==> config.mk <==
export PLATFORM = sky130hd
export DESIGN_NAME = multicycle_control_fsm
export DESIGN_NICKNAME = d
export VERILOG_FILES = /design/src/rtl/multicycle_pkg.sv /design/src/rtl/multicycle_perf_counter.sv /design/src/rtl/multicycle_control_fsm.sv
export SDC_FILE = /design/constraint.sdc
export NUM_CORES = 1
export LEC_CHECK = 0
export CAP_MARGIN = 10
export CORE_UTILIZATION = 35
export CTS_CLUSTER_SIZE = 40
export DETAILED_ROUTE_END_ITERATION = 10
export GPL_ROUTABILITY_DRIVEN = 0
export HOLD_SLACK_MARGIN = 0.08
export PLACE_DENSITY = 0.87
export SLEW_MARGIN = 30
export SYNTH_ARGS = -nofsm -noshare
export SYNTH_HDL_FRONTEND = slang
export SYNTH_SLANG_ARGS = --single-unit
==> constraint.sdc <==
create_clock -name clk -period 2 [get_ports clk]
set_input_delay 0.3 -clock clk [delete_from_list [all_inputs] [get_ports clk]]
set_output_delay 0.3 -clock clk [all_outputs]
set_load 0.05 [all_outputs]
==> src/rtl/multicycle_pkg.sv <==
`default_nettype none
// ============================================================================
// Module      : multicycle_pkg
// Description : Shared definitions for the multicycle MIPS controller:
//               state encodings, opcode constants, ALUOp codes, PCSource and
//               ALUSrcB select codes, plus small decode helpers.
// Ports       : none (package)
// Revision    : 1.0 - initial release
// ============================================================================
package multicycle_pkg;

  // State encodings are architecturally visible on state_out, so the values
  // are fixed explicitly rather than left to enumeration order.
  typedef enum logic [3:0] {
    S_FETCH     = 4'd0,
    S_DECODE    = 4'd1,
    S_MEM_ADDR  = 4'd2,
    S_MEM_READ  = 4'd3,
    S_MEM_WB    = 4'd4,
    S_MEM_WRITE = 4'd5,
    S_R_EXEC    = 4'd6,
    S_R_WB      = 4'd7,
    S_BRANCH    = 4'd8,
    S_JUMP      = 4'd9,
    S_I_EXEC    = 4'd10,
    S_I_WB      = 4'd11,
    S_TRAP      = 4'd12
  } state_t;

  // Opcodes (IR[31:26])
  localparam logic [5:0] OP_RTYPE = 6'h00;
  localparam logic [5:0] OP_J     = 6'h02;
  localparam logic [5:0] OP_BEQ   = 6'h04;
  localparam logic [5:0] OP_BNE   = 6'h05;
  localparam logic [5:0] OP_ADDI  = 6'h08;
  localparam logic [5:0] OP_ANDI  = 6'h0C;
  localparam logic [5:0] OP_ORI   = 6'h0D;
  localparam logic [5:0] OP_LUI   = 6'h0F;
  localparam logic [5:0] OP_LW    = 6'h23;
  localparam logic [5:0] OP_SW    = 6'h2B;

  // ALU operation codes
  localparam logic [2:0] ALUOP_ADD   = 3'b000;
  localparam logic [2:0] ALUOP_SUB   = 3'b001;
  localparam logic [2:0] ALUOP_FUNCT = 3'b010;
  localparam logic [2:0] ALUOP_OR    = 3'b011;
  localparam logic [2:0] ALUOP_AND   = 3'b100;
  localparam logic [2:0] ALUOP_LUI   = 3'b101;

  // PC source select
  localparam logic [1:0] PCSRC_ALU    = 2'b00;
  localparam logic [1:0] PCSRC_ALUOUT = 2'b01;
  localparam logic [1:0] PCSRC_JUMP   = 2'b10;

  // ALU B operand select
  localparam logic [1:0] SRCB_REG     = 2'b00;
  localparam logic [1:0] SRCB_FOUR    = 2'b01;
  localparam logic [1:0] SRCB_IMM     = 2'b10;
  localparam logic [1:0] SRCB_IMM_SH2 = 2'b11;

  // Dispatch from DECODE on the opcode class; unknown opcodes trap.
  function automatic state_t decode_next(input logic [5:0] op);
    case (op)
      OP_LW, OP_SW:                     return S_MEM_ADDR;
      OP_RTYPE:                         return S_R_EXEC;
      OP_BEQ, OP_BNE:                   return S_BRANCH;
      OP_J:                             return S_JUMP;
      OP_ADDI, OP_ANDI, OP_ORI, OP_LUI: return S_I_EXEC;
      default:                          return S_TRAP;
    endcase
  endfunction

  // ALU operation for the immediate-class execute step.
  function automatic logic [2:0] i_type_alu_op(input logic [5:0] op);
    case (op)
      OP_ANDI: return ALUOP_AND;
      OP_ORI:  return ALUOP_OR;
      OP_LUI:  return ALUOP_LUI;
      default: return ALUOP_ADD;
    endcase
  endfunction

endpackage
`default_nettype wire

==> src/rtl/multicycle_perf_counter.sv <==
`default_nettype none
// ============================================================================
// Module      : multicycle_perf_counter
// Description : Two free-running, wrapping performance counters with
//               individual count enables.
// Ports       : clk            - system clock
//               reset          - asynchronous active-low reset
//               cycle_en_i     - advance cycle_count_o this cycle
//               instr_en_i     - advance instr_count_o this cycle
//               cycle_count_o  - cycle counter value
//               instr_count_o  - retired-instruction counter value
// Revision    : 1.0 - initial release
// ============================================================================
module multicycle_perf_counter #(
  parameter int CNT_WIDTH = 32
) (
  input  logic                 clk,
  input  logic                 reset,
  input  logic                 cycle_en_i,
  input  logic                 instr_en_i,
  output logic [CNT_WIDTH-1:0] cycle_count_o,
  output logic [CNT_WIDTH-1:0] instr_count_o
);

  logic [CNT_WIDTH-1:0] cycle_q, cycle_d;
  logic [CNT_WIDTH-1:0] instr_q, instr_d;

  // Natural binary overflow gives the modulo-2^CNT_WIDTH wrap.
  always_comb begin
    cycle_d = cycle_q;
    instr_d = instr_q;
    if (cycle_en_i) cycle_d = cycle_q + {{(CNT_WIDTH-1){1'b0}}, 1'b1};
    if (instr_en_i) instr_d = instr_q + {{(CNT_WIDTH-1){1'b0}}, 1'b1};
  end

  always_ff @(posedge clk or negedge reset) begin
    if (!reset) begin
      cycle_q <= '0;
      instr_q <= '0;
    end else begin
      cycle_q <= cycle_d;
      instr_q <= instr_d;
    end
  end

  assign cycle_count_o = cycle_q;
  assign instr_count_o = instr_q;

endmodule
`default_nettype wire

==> src/rtl/multicycle_control_fsm.sv <==
`default_nettype none
// ============================================================================
// Module      : multicycle_control_fsm
// Description : Moore sequencing controller for a multicycle MIPS datapath
//               with shared instruction/data memory and a mem_ready stall
//               handshake.
// Config      : define MCFSM_PERF_COUNTER_EN to build the cycle/instruction
//               performance counters; otherwise both read as zero.
// Ports       : clk, reset (async active-low), OP (IR[31:26]), mem_ready;
//               PC/IR/memory/register-file/ALU controls; illegal_op;
//               state_out; cycle_count, instr_count.
// Revision    : 1.0 - initial release
// ============================================================================
module multicycle_control_fsm
  import multicycle_pkg::*;
#(
  parameter int CNT_WIDTH = 32
) (
  input  logic                 clk,
  input  logic                 reset,
  input  logic [5:0]           OP,
  input  logic                 mem_ready,
  output logic                 PCWrite,
  output logic                 PCWriteCondEQ,
  output logic                 PCWriteCondNE,
  output logic [1:0]           PCSource,
  output logic                 IorD,
  output logic                 MemRead,
  output logic                 MemWrite,
  output logic                 IRWrite,
  output logic                 RegDst,
  output logic                 MemtoReg,
  output logic                 RegWrite,
  output logic                 ALUSrcA,
  output logic [1:0]           ALUSrcB,
  output logic [2:0]           ALUOp,
  output logic                 illegal_op,
  output logic [3:0]           state_out,
  output logic [CNT_WIDTH-1:0] cycle_count,
  output logic [CNT_WIDTH-1:0] instr_count
);

  state_t state_q, state_d;

  // Ungated control values decoded from the current state.
  logic       pc_write, cond_eq, cond_ne, ior_d, mem_rd, mem_wr, ir_wr;
  logic       reg_dst, mem_to_reg, reg_wr, src_a, illegal;
  logic [1:0] pc_src, src_b;
  logic [2:0] alu_op;

  always_ff @(posedge clk or negedge reset) begin
    if (!reset) state_q <= S_FETCH;
    else        state_q <= state_d;
  end

  always_comb begin
    state_d    = state_q;
    pc_write   = 1'b0;
    cond_eq    = 1'b0;
    cond_ne    = 1'b0;
    pc_src     = PCSRC_ALU;
    ior_d      = 1'b0;
    mem_rd     = 1'b0;
    mem_wr     = 1'b0;
    ir_wr      = 1'b0;
    reg_dst    = 1'b0;
    mem_to_reg = 1'b0;
    reg_wr     = 1'b0;
    src_a      = 1'b0;
    src_b      = SRCB_REG;
    alu_op     = ALUOP_ADD;
    illegal    = 1'b0;
    case (state_q)
      S_FETCH: begin
        // PC+4 is computed every fetch cycle, but PC and IR only latch on
        // the cycle the memory actually delivers the instruction.
        mem_rd   = 1'b1;
        src_b    = SRCB_FOUR;
        ir_wr    = mem_ready;
        pc_write = mem_ready;
        if (mem_ready) state_d = S_DECODE;
      end
      S_DECODE: begin
        // Speculative branch target (PC + imm<<2) lands in ALUOut.
        src_b   = SRCB_IMM_SH2;
        state_d = decode_next(OP);
      end
      S_MEM_ADDR: begin
        src_a   = 1'b1;
        src_b   = SRCB_IMM;
        state_d = (OP == OP_LW) ? S_MEM_READ : S_MEM_WRITE;
      end
      S_MEM_READ: begin
        mem_rd = 1'b1;
        ior_d  = 1'b1;
        if (mem_ready) state_d = S_MEM_WB;
      end
      S_MEM_WB: begin
        reg_wr     = 1'b1;
        mem_to_reg = 1'b1;
        state_d    = S_FETCH;
      end
      S_MEM_WRITE: begin
        mem_wr = 1'b1;
        ior_d  = 1'b1;
        if (mem_ready) state_d = S_FETCH;
      end
      S_R_EXEC: begin
        src_a   = 1'b1;
        alu_op  = ALUOP_FUNCT;
        state_d = S_R_WB;
      end
      S_R_WB: begin
        reg_wr  = 1'b1;
        reg_dst = 1'b1;
        state_d = S_FETCH;
      end
      S_BRANCH: begin
        // Compare A-B; the datapath qualifies these with the ALU Zero flag.
        src_a   = 1'b1;
        alu_op  = ALUOP_SUB;
        pc_src  = PCSRC_ALUOUT;
        cond_eq = (OP == OP_BEQ);
        cond_ne = (OP == OP_BNE);
        state_d = S_FETCH;
      end
      S_JUMP: begin
        pc_write = 1'b1;
        pc_src   = PCSRC_JUMP;
        state_d  = S_FETCH;
      end
      S_I_EXEC: begin
        src_a   = 1'b1;
        src_b   = SRCB_IMM;
        alu_op  = i_type_alu_op(OP);
        state_d = S_I_WB;
      end
      S_I_WB: begin
        reg_wr  = 1'b1;
        state_d = S_FETCH;
      end
      S_TRAP: begin
        // Terminal: only reset leaves this state.
        illegal = 1'b1;
      end
      default: begin
        state_d = S_FETCH;
      end
    endcase
  end

  // Every output is forced low while reset is held so that an in-flight
  // memory write or register write is cut off without waiting for a clock.
  assign PCWrite       = reset & pc_write;
  assign PCWriteCondEQ = reset & cond_eq;
  assign PCWriteCondNE = reset & cond_ne;
  assign PCSource      = reset ? pc_src : 2'b00;
  assign IorD          = reset & ior_d;
  assign MemRead       = reset & mem_rd;
  assign MemWrite      = reset & mem_wr;
  assign IRWrite       = reset & ir_wr;
  assign RegDst        = reset & reg_dst;
  assign MemtoReg      = reset & mem_to_reg;
  assign RegWrite      = reset & reg_wr;
  assign ALUSrcA       = reset & src_a;
  assign ALUSrcB       = reset ? src_b : 2'b00;
  assign ALUOp         = reset ? alu_op : 3'b000;
  assign illegal_op    = reset & illegal;
  assign state_out     = reset ? state_q : 4'd0;

`ifdef MCFSM_PERF_COUNTER_EN
  logic                 cycle_en, instr_en;
  logic [CNT_WIDTH-1:0] cycle_cnt, instr_cnt;

  // An instruction retires on any edge that re-enters FETCH from another
  // state; FETCH-to-FETCH stall cycles are not retirements.
  assign cycle_en = (state_q != S_TRAP);
  assign instr_en = (state_d == S_FETCH) && (state_q != S_FETCH);

  multicycle_perf_counter #(
    .CNT_WIDTH (CNT_WIDTH)
  ) u_perf (
    .clk           (clk),
    .reset         (reset),
    .cycle_en_i    (cycle_en),
    .instr_en_i    (instr_en),
    .cycle_count_o (cycle_cnt),
    .instr_count_o (instr_cnt)
  );

  assign cycle_count = reset ? cycle_cnt : {CNT_WIDTH{1'b0}};
  assign instr_count = reset ? instr_cnt : {CNT_WIDTH{1'b0}};
`else
  assign cycle_count = {CNT_WIDTH{1'b0}};
  assign instr_count = {CNT_WIDTH{1'b0}};
`endif

endmodule
`default_nettype wire
==> metrics.txt <==
area leader, netlist=buf_4; VDD IR-drop max=approximately 0.00045 V; pin count of the biggest net entering global routing=12; Initial Util=37.3%; cell with the most instances after synthesis=buf_4; DRT Wirelength=about 2.4 mm; Setup crit start kind=register; Setup crit start=state_q[3]$_DFFE_PN0P_; Setup violations, final=0; top post-synthesis cells by count=64 x buf_4, 10 x nor2_1, 9 x nor3_1; Max Transition Viols Final=0; top flop regs=state_q x4; PortBufs=31; DRT iter0 DRCs=23; Die ar.=3510 um^2; Num CTS Buffers=3; total chip power=between 1.5 and 2 mW; Post-synth top flop=dfrtp_1; n_diodes=0; Die Span X=59.3 um; Post-Place Cells=around 250; grt ovf=0; Mapped Cells=163; vias in the first global route=846; Final Hold Vio Count=0; Worst setup EP type=output pin; FF-to-FF setup slack=0.56 ns; Antenna Nets Post-Route=0; die span in y=59.3 um; synth warn=0; I/O pins=96; drc violations=0; DR pass1 iterations=4; CP Data Required Time=1.70 ns; Area Overhead vs Synth=48.7%; Max FO, Critical Path=10; Post-Syn Area=1150 um^2; Biggest register=state_q; CTS Root Cell=clkbuf_4; post-DP HPWL=2.09 mm; setup ws final=approximately 0.046 ns; fin crit period=1.95 ns; Max Buffers Root-to-Sink=2; skew final=0.00450 ns; synth top area cells=buf_4 42%, dfrtp_1 8.7%, nor3_1 3.9%; max_cap viols=0; ys async rst share=100%; # nets final=220; sequential fraction of the synthesis area=8.72%; fin crit share=97.7%; Std-Cell Rows=20; fin cells=253; top-area cell type share of the netlist area=between 40% and 50%; Wirelength per Cell=about 9.5 um; Via Count=1055; initial antenna violation count=0; reg2reg path depth=5; leak pwr=roughly 0.83 nW; Post-synth EDFFs=0; Hold Path Class=input port to asynchronous set/reset pin; crit path DAT=~1.7 ns; core area=3080 um^2; R2R Path Start=state_q[0]$_DFFE_PN0P_; Worst-Skew Late Latency=0.23 ns; number of distinct library cells after synthesis=40; Clk pin slew, worst setup/hold paths=~0.04 ns; TritonCTS clock tree=built; Tot GR Track Use=13.9%; FF+latch count, synth=4; htree depth=1; max FFs per register=4; r2r endpoint=state_q[2]$_DFFE_PN0P_; Worst Setup Path Type=register to output pin; first-pass GRT wire length=between 3 and 4 mm; Mean Syn Cell Area=7.04 um^2; layout cell share with drive strength beyond 1=between 30 and 40%; DP Worst Slack=~0.034 ns; Fmax=0.512 GHz; unrepaired setup endpoints after global routing=no; Clock Sinks=4; outcome=finished clean; P per Cell Area=895 nW/um^2; DR vias/cell=4.17
stage by stage:
stage	setup TNS, ns	hold WS [ns]	util (%)	instance area (um^2)
5_1_grt	0	0.508	55.4	1710
6_report	0	0.485	55.4	1710
2_1_floorplan	-0.155	0.00441	-	1430
4_1_cts	0	0.483	54.3	1670
3_5_place_dp	0	0.727	53.6	1650
3_3_place_gp	0	0.723	53.6	1650
metal layers:
metal / wire [um] / global-route usage, %
met5: 0 / 0
met4: 17 / 6.12
met3: 167 / 2.18
met2: 1320 / 25.7
met1: 910 / 15.4
layout by cell type, fill, tap and decap left out, drive strengths merged, types with 2 or more instances in the layout:
cell / synthesis / final
a21o: 2 / 2
a21oi: 3 / 3
and2: 4 / 4
and3: 4 / 4
buf: 69 / 42
clkbuf: 1 / 3
clkdlybuf4s50: 0 / 8
conb: 1 / 64
dfrtp: 4 / 4
inv: 8 / 8
nand2: 5 / 5
nand2b: 5 / 5
nand3: 4 / 4
nand4b: 2 / 2
nor2: 10 / 10
nor2b: 4 / 4
nor3: 9 / 9
o21ai: 7 / 7
or2: 3 / 3
critical path: stages, from the launching register on:
cell and delay, ns:
dfrtp_2 0.46, and2b_2 0.27, and3_2 0.23, buf_4 0.15
a21o_1 0.18, buf_12 0.15
how the worst max path moves through the flow:
stage               cells after the start            end  slack, ns
floorplan                               4        PCWrite      -0.15
global placement                        6       ALUOp[2]       0.04
detailed placement                      6  PCWriteCondNE       0.03
CTS                                     6  PCWriteCondNE       0.03
global route                            5       ALUOp[0]      0.003
finish                                  5       ALUOp[0]       0.05
power breakdown:
group	switching, mW	leakage [nW]	internal, mW	total, mW
combinational	0.830	0.764	0.455	1.28
clock	0.0308	0.0138	0.0670	0.0978
sequential	0.0366	0.0515	0.108	0.144
logic make-up after synthesis:
group | synth area share [%]
other cells | 0.327
buf+inv | 47.0
simple gates | 27.5
flops | 8.72
xor+xnor | 0.763
compound gates | 15.7
repair_timing:
| item | CTS | global route |
|---|---|---|
| pin swaps | 0 | 1 |
| endpoints found under the setup margin | 2 | 6 |
| setup buffers | 0 | 1 |
| gates cloned | 0 | 0 |
| hold buffers | 0 | 0 |
| resized for setup | 1 | 7 |
cell type report:
cell class	instances	area [um^2]
Timing Repair Buffer	50	687
Fill cell	284	1370
Multi-Input combinational cell	144	811
Inverter	8	30.0
Sequential cell	4	101
Clock buffer	3	22.5
Tap cell	44	55.1
No activity file was read; power rests on OpenSTA's default activity.
